--- config.mk ---
export PLATFORM = sky130hd
export DESIGN_NAME = pipe_stage_reg
export DESIGN_NICKNAME = d
export VERILOG_FILES = /design/src/rtl/pipe_pkg.sv /design/src/rtl/pipe_stall_counter.sv /design/src/rtl/pipe_stage_reg.sv
export SDC_FILE = /design/constraint.sdc
export NUM_CORES = 1
export LEC_CHECK = 0
export ABC_AREA = 1
export CAP_MARGIN = 25
export CORE_AREA = 2 2 118 74
export CTS_BUF_LIST = sky130_fd_sc_hd__clkbuf_8
export CTS_CLUSTER_SIZE = 20
export DETAILED_ROUTE_END_ITERATION = 8
export DIE_AREA = 0 0 120 76
export PLACE_DENSITY = 0.81
export SETUP_SLACK_MARGIN = 0.15
export SLEW_MARGIN = 30
export SYNTH_ARGS = -nofsm -noshare
export SYNTH_HDL_FRONTEND = slang
export SYNTH_SLANG_ARGS = --single-unit
--- constraint.sdc ---
create_clock -name clk -period 3.07 [get_ports clk]
set_input_delay 0.4605 -clock clk [delete_from_list [all_inputs] [get_ports clk]]
set_output_delay 0.4605 -clock clk [all_outputs]
set_load 0.02 [all_outputs]
--- src/rtl/pipe_pkg.sv ---
// rtl/pipe_pkg.sv - shared state encoding and default widths for pipeline stage registers
package pipe_pkg;

    localparam int DATA_W_DEF = 32;
    localparam int CTRL_W_DEF = 4;

    typedef enum logic [1:0] {
        EMPTY = 2'd0,
        ONE   = 2'd1,
        TWO   = 2'd2
    } pipe_state_t;

endpackage

--- src/rtl/pipe_stall_counter.sv ---
// rtl/pipe_stall_counter.sv - saturating counter of backpressure cycles
module pipe_stall_counter #(
    parameter int CNT_W = 16
) (
    input  logic             clk,
    input  logic             rst,
    input  logic             inc,
    output logic [CNT_W-1:0] cnt
);

    always_ff @(posedge clk) begin
        if (rst) begin
            cnt <= '0;
        end else if (inc && (cnt != {CNT_W{1'b1}})) begin
            cnt <= cnt + 1'b1;
        end
    end

endmodule

--- src/rtl/pipe_stage_reg.sv ---
// rtl/pipe_stage_reg.sv - valid/ready pipeline stage register with optional two-entry skid buffer
module pipe_stage_reg
    import pipe_pkg::*;
#(
    parameter int DATA_W = DATA_W_DEF,
    parameter int CTRL_W = CTRL_W_DEF,
    parameter int SKID   = 1,
    parameter int CNT_W  = 16
) (
    input  logic              clk,
    input  logic              rst,
    input  logic              flush,
    input  logic              in_valid,
    output logic              in_ready,
    input  logic [CTRL_W-1:0] in_ctrl,
    input  logic [DATA_W-1:0] in_data,
    output logic              out_valid,
    input  logic              out_ready,
    output logic [CTRL_W-1:0] out_ctrl,
    output logic [DATA_W-1:0] out_data,
    output logic [CNT_W-1:0]  stall_cnt
);

    logic              out_valid_q;
    logic [CTRL_W-1:0] ctrl_q;
    logic [DATA_W-1:0] data_q;
    logic              xfer_in;
    logic              xfer_out;

    assign xfer_in   = in_valid & in_ready;
    assign xfer_out  = out_valid_q & out_ready;
    assign out_valid = out_valid_q;
    // A bubble must never carry live control bits downstream
    assign out_ctrl  = out_valid_q ? ctrl_q : '0;
    assign out_data  = data_q;

    generate
        if (SKID != 0) begin : g_skid
            pipe_state_t       state_q;
            pipe_state_t       state_d;
            logic [CTRL_W-1:0] skid_ctrl_q;
            logic [DATA_W-1:0] skid_data_q;
            logic              load_main;
            logic              load_skid;
            logic              move_skid;

            assign in_ready    = (state_q != TWO);
            assign out_valid_q = (state_q != EMPTY);

            always_comb begin
                state_d   = state_q;
                load_main = 1'b0;
                load_skid = 1'b0;
                move_skid = 1'b0;
                if (flush) begin
                    state_d = EMPTY;
                end else begin
                    case (state_q)
                        EMPTY: begin
                            if (xfer_in) begin
                                state_d   = ONE;
                                load_main = 1'b1;
                            end
                        end
                        ONE: begin
                            if (xfer_in && !xfer_out) begin
                                state_d   = TWO;
                                load_skid = 1'b1;
                            end else if (xfer_out && !xfer_in) begin
                                state_d   = EMPTY;
                            end else if (xfer_in && xfer_out) begin
                                load_main = 1'b1;
                            end
                        end
                        TWO: begin
                            if (xfer_out) begin
                                state_d   = ONE;
                                move_skid = 1'b1;
                            end
                        end
                        default: state_d = EMPTY;
                    endcase
                end
            end

            always_ff @(posedge clk) begin
                if (rst) begin
                    state_q     <= EMPTY;
                    ctrl_q      <= '0;
                    data_q      <= '0;
                    skid_ctrl_q <= '0;
                    skid_data_q <= '0;
                end else begin
                    state_q <= state_d;
                    if (load_main) begin
                        ctrl_q <= in_ctrl;
                        data_q <= in_data;
                    end else if (move_skid) begin
                        ctrl_q <= skid_ctrl_q;
                        data_q <= skid_data_q;
                    end
                    if (load_skid) begin
                        skid_ctrl_q <= in_ctrl;
                        skid_data_q <= in_data;
                    end
                end
            end
        end else begin : g_reg
            assign in_ready = !out_valid_q | out_ready;

            always_ff @(posedge clk) begin
                if (rst) begin
                    out_valid_q <= 1'b0;
                    ctrl_q      <= '0;
                    data_q      <= '0;
                end else if (flush) begin
                    out_valid_q <= 1'b0;
                end else if (xfer_in) begin
                    out_valid_q <= 1'b1;
                    ctrl_q      <= in_ctrl;
                    data_q      <= in_data;
                end else if (xfer_out) begin
                    out_valid_q <= 1'b0;
                end
            end
        end
    endgenerate

    pipe_stall_counter #(
        .CNT_W(CNT_W)
    ) u_stall_counter (
        .clk(clk),
        .rst(rst),
        .inc(out_valid_q & ~out_ready),
        .cnt(stall_cnt)
    );

endmodule

After elaboration in Yosys (flattened, before gate mapping)
Cells that the tools add are included.

Flip-flop bits (word level): 90. Output and inout bits: 54.

Bitwise gates (word level): 4. Mux-type cells: 22. Equality and inequality tests: 7. Reductions and logical operators: 11. Add/sub/neg operators: 1.

Operator list (number): 32-bit 2-to-1 mux (2); 16-bit by 1-bit adder with 16-bit output, second input constant (1); 16-bit inequality test, second input constant (1); 4-bit 2-to-1 mux (3); 1-bit 2-to-1 mux (11); 2-bit 2-to-1 mux (4); 2-bit inequality test, second input constant (3); 2-bit case mux with 3 select lines (1); 1-bit logical AND (4); 2-bit nonzero test (2); 1-bit bitwise AND (3); 3-bit inequality test, second input constant (1); 3-bit AND reduction (1); 2-bit by 1-bit == test with 1-bit output, second input constant (1); 2-bit == test, second input constant (1); 1-bit zero test (2); 2-bit zero test (1); 1-bit case mux with 2 select lines (1); 2-bit OR reduction (1); 1-bit inverter (1).

Logic depth before layout (Yosys ltp)
Depth after elaboration: 9. Mapped depth: 12. Mapped depth without buffers: 11.

Cells and area by module
A second synthesis with hierarchy kept.

Cell total of the unflattened synthesis: 624. Area total of the unflattened synthesis: 4321.6 sq um.

By module, submodules not included: pipe_stage_reg (times used 1, cells each 475, area each 3392.0 sq um, seq. area each 1481.4 sq um); pipe_stall_counter (times used 1, cells each 149, area each 929.6 sq um, seq. area each 320.3 sq um).

Worst setup path after synthesis
No wires, ideal clock.

Path type: reg-to-reg. Start: register g_skid.state_q[1]. End: register ctrl_q[1]. Clock period less this slack: 1.813 ns. Data required time: 3.000 ns. Slack: 1.257 ns. Library setup time: 0.070 ns. Arrival: 1.743 ns. Stages on the path, launching flop included: 11. Path through: dfxtp_1 -> nand2_1 -> inv_1 -> nor2_1 -> ha_1 -> nand2_1 -> o21ai_4 -> nand2_2 -> clkbuf_1 -> nand3_1 -> a21oi_1.

Cells in the longest elaborated chain, start to end: 9. Elaborated cells between the ends (all ways): 23. Classes of those cells: eq/ne: 3; mux: 10; bitwise: 2; reduce/logical: 8.

Ends and longest elaborated chain: start, declared (line pipe_stage_reg.sv:39) `pipe_state_t state_q;`; start signal, assigned (line pipe_stage_reg.sv:94) `state_q <= state_d;`; 2-bit inequality test (*) (line pipe_stage_reg.sv:47) `assign in_ready = (state_q != TWO);`; named net in_ready (line pipe_stage_reg.sv:14) `output logic in_ready,`; 1-bit bitwise AND (*) (line pipe_stage_reg.sv:30) `assign xfer_in = in_valid & in_ready;`; 1-bit logical AND or 1-bit zero test (tied branches) (line pipe_stage_reg.sv:71, pipe_stage_reg.sv:69); 1-bit 2-to-1 mux or 1-bit logical AND (tied branches) (line pipe_stage_reg.sv:71, pipe_stage_reg.sv:69); 1-bit 2-to-1 mux (line pipe_stage_reg.sv:69) `end else if (xfer_out && !xfer_in) begin`; 1-bit 2-to-1 mux (line pipe_stage_reg.sv:66) `if (xfer_in && !xfer_out) begin`; 1-bit case mux with 2 select lines (*) (line pipe_stage_reg.sv:58) `case (state_q)`; 1-bit 2-to-1 mux (*) (line pipe_stage_reg.sv:55) `if (flush) begin`; 4-bit 2-to-1 mux or 2-bit nonzero test (tied branches); end signal, assigned (line pipe_stage_reg.sv:96) `ctrl_q <= in_ctrl;`; end signal, assigned (line pipe_stage_reg.sv:99) `ctrl_q <= skid_ctrl_q;`; end, declared (line pipe_stage_reg.sv:25) `logic [CTRL_W-1:0] ctrl_q;`.

Mark *: on every way through the listed nets, which the timed path passes. The rest lies on a longest branch. A chain may end at the register's enable or synchronous reset.

Worst setup path in the final report
Start: input port in_valid. End: register data_q[20] (netlist: out_data[20]).

Cells in the longest elaborated chain, start to end: 8. Elaborated cells between the ends (all ways): 13. Classes of those cells: mux: 7; bitwise: 1; reduce/logical: 5.

Ends and longest elaborated chain: start, declared (line pipe_stage_reg.sv:13) `input logic in_valid,`; 1-bit bitwise AND (*) (line pipe_stage_reg.sv:30); 1-bit logical AND or 1-bit zero test (tied branches) (line pipe_stage_reg.sv:71, pipe_stage_reg.sv:69); 1-bit 2-to-1 mux or 1-bit logical AND (tied branches) (line pipe_stage_reg.sv:71, pipe_stage_reg.sv:69); 1-bit 2-to-1 mux (line pipe_stage_reg.sv:69); 1-bit 2-to-1 mux (line pipe_stage_reg.sv:66); 1-bit case mux with 2 select lines (*) (line pipe_stage_reg.sv:58); 1-bit 2-to-1 mux (*) (line pipe_stage_reg.sv:55); 32-bit 2-to-1 mux or 2-bit nonzero test (tied branches); end signal, assigned (line pipe_stage_reg.sv:97) `data_q <= in_data;`; end signal, assigned (line pipe_stage_reg.sv:100) `data_q <= skid_data_q;`; end, declared (line pipe_stage_reg.sv:26) `logic [DATA_W-1:0] data_q;`.

Mark *: on every way between the ends. The rest lies on a longest branch, timed or not.

==> results.md <==
- Async set or reset register ratio after synthesis: 0%
- Synth top area share: approximately 44%
- Reg clk slew, reported paths: approximately 0.09 ns
- Run status: completed
- ANT cells: 0
- F_max: 0.401 GHz
- CTS sink count: 90
- Post-synth top flop: dfxtp_1
- Syn_area_per_cell: about 6.7 um2
- Static Leak: between 2 and 2.5 nW
- Clock share of power: 39.1%
- Cell area after synthesis: 4090 um2
- CTS tree: done
- Critical path peak fanout: 36
- Sequential power share: 49.3%
- Yosys reg bits: 90
- Die height: 76 um
- Largest net degree at the start of global routing: 48
- Share of cells above drive strength 1: ~4.6%
- Die Span X: around 120 um
- Post-synthesis cell type count: 23
- Post-Route WL: 10.9 mm
- Most frequent cells in the layout: nand2_1 (129), nor2_1 (103), clkdlybuf4s50_1 (93), dfxtp_1 (90), nand3_1 (83)
- 1st-iter DRT viols: 341
- Ys Warns: 0
- Combinational share of power: 11.6%
- Pwr Density: between 400 and 500 nW/um2
- Skew final: 0.00483 ns
- Final slew viol count: 0
- Nets@finish: approximately 740
- Setup CP Type: input port to flop
- Max transition margin: 50.7%
- Tot GR Track Use: 24.7%
- Reg2reg start: g_skid.state_q[0]
- Post-DR wirelength/cell: about 13 um
- Worst reg-to-reg path cell count: 10
- Reg2reg end: out_data[20]
- Drt first pass iters: 4
- Setup TNS: 0 ns
- GR Overflow Total: 0
- Endpoints failing hold: 0
- Vias per std cell: 5.19
- # hold bufs at CTS: 0
- CTS max path bufs: 2
- R2R Setup Slk: 0.69 ns
- Tmin final: ~2.5 ns
- Root Buffer Master: clkbuf_8
- Switching part of the total power: 23.8%
- Worst hold path type: flop to flop
- Register area share after synthesis: roughly 44%
- Number of setup buffers added after CTS: 0
- Most common cell after layout, fill and taps aside: nand2_1
- Site Rows: 26
- Clk_lat worst skew: 0.36 ns
- Starting Density: 50.1%
- Total number of vias: 4,191
- Port Buffers: 94
- Max Cap Viol: 0
- Syn_nets: 654
- Sw power: 0.589 mW
- Full die area: 9120 um2
- Final period util: 81.2%
- PostCTS Resize Cnt: 0
- Synth-to-Final Area Change: 30.7%
- Cells after DPL: 793
- Final GP Congestion: roughly 0.84
- DP Wirelength: approximately 7.2 mm
- Post-synth top area cell: dfxtp_1
- HP Start: out_data[2]
- Worst vdd ir: 0.279 mV
- Fin cells: 808
- Crit end category: flop
- # H-tree levels: 3
- DRT antenna net count: 0
- Syn Inst Count: between 600 and 700
- WP data required: roughly 3.3 ns
- Internal: 1.89 mW
- Unrepaired setup endpoints after global routing: no
- Critical Path Start Type: input port
- Vias in the first global route: 3,920
- Antenna violations before repair: 0
- Slew @ Worst Pin: 0.736 ns
- First-pass GRT wire length: 18.4 mm
- Area contributors post-synth: dfxtp_1 (44%), nand2_1 (12%), nand3_1 (10%), nor2_1 (9.4%), a21oi_1 (6.0%)
- Post-synth EDFFs: 0
- CP arrival: roughly 2.7 ns
- TritonCTS buffer count: 9
- Worst hold path depth: 2
- Hold endpoint: out_data[2]
- Core area: 8170 um2
- DRC errors left: 0
- Final setup viols: 0
- Boundary Pins: 95
kinds of logic after synthesis:
logic type	share of synthesized area (%)
simple gates	33.3
buf+inv	8.90
compound gates	11.5
flops	44.0
xor+xnor	1.28
fa+ha+maj	0.918
final cells by class:
class | count | area [um2]
Inverter | 61 | 229
Sequential cell | 90 | 1800
Multi-Input combinational cell | 426 | 1930
Clock inverter | 5 | 103
Tap cell | 112 | 140
Fill cell | 703 | 2820
Timing Repair Buffer | 104 | 1010
Clock buffer | 10 | 138
registers in the layout (all words and copies together) (netlist names):
signal and cells:
ctrl_q 4, g_skid.skid_ctrl_q 4, g_skid.skid_data_q 32, g_skid.state_q 2, out_data 32, u_stall_counter.cnt 16
critical path: stages:
cell             delay [ns]
clkdlybuf4s50_1        0.51
inv_1                  0.10
nor2_1                 0.18
ha_1                   0.18
nand2_1                0.10
o21ai_4                0.24
nand2_2                0.59
nand3_1                0.24
a21oi_1                0.09
synthesized netlist by cell type, types with 2 or more instances:
| cell | instances |
|---|---|
| buf_1 | 6 |
| ha_1 | 3 |
| xnor2_1 | 3 |
| clkbuf_1 | 18 |
| dfxtp_1 | 90 |
| o21ai_0 | 39 |
| nand3_1 | 83 |
| nor2_1 | 103 |
| nand4_1 | 6 |
| xor2_1 | 3 |
| buf_2 | 9 |
| nor2_2 | 2 |
| nand2_1 | 129 |
| a21oi_1 | 49 |
| inv_1 | 59 |
layer usage:
metal  part of all wire, %  track usage (%)
met1                    46             33.1
met2                    47             39.7
met3                   6.7             6.44
met4                  0.89             6.71
met5                     0                0
metrics by stage:
step,hold slack [ns],power [mW],worst slack (ns),instance area (um2),util (%)
final,0.487,2.48,0.577,5350,65.5
after global routing,0.505,2.57,0.425,5350,65.5
after CTS,0.488,2.50,0.607,5350,65.5
after detailed placement,0.472,1.53,0.237,5110,62.5
after global placement,0.463,1.52,0.362,5110,62.5
after floorplan,0.455,1.39,1.26,4090,-
worst max-delay path by stage:
stage | startpoint | end | slack (ns)
3_3_place_gp | in_valid | out_data[31] | 0.36
3_5_place_dp | in_valid | ctrl_q[2] | 0.24
5_1_grt | out_ready | out_data[29] | 0.43
6_report | in_valid | out_data[20] | 0.58
2_1_floorplan | g_skid.state_q[1] | ctrl_q[1] | 1.26
4_1_cts | in_valid | out_data[18] | 0.61
power groups by stage:
stage          Clock [mW]  Sequential, mW  Combinational (mW)
6_report            0.969            1.22               0.287
3_3_place_gp            0            1.25               0.278
2_1_floorplan           0            1.27               0.123
4_1_cts             0.990            1.22               0.286
3_5_place_dp            0            1.25               0.285
5_1_grt              1.04            1.22               0.314
(Power assumes the default switching activity.)
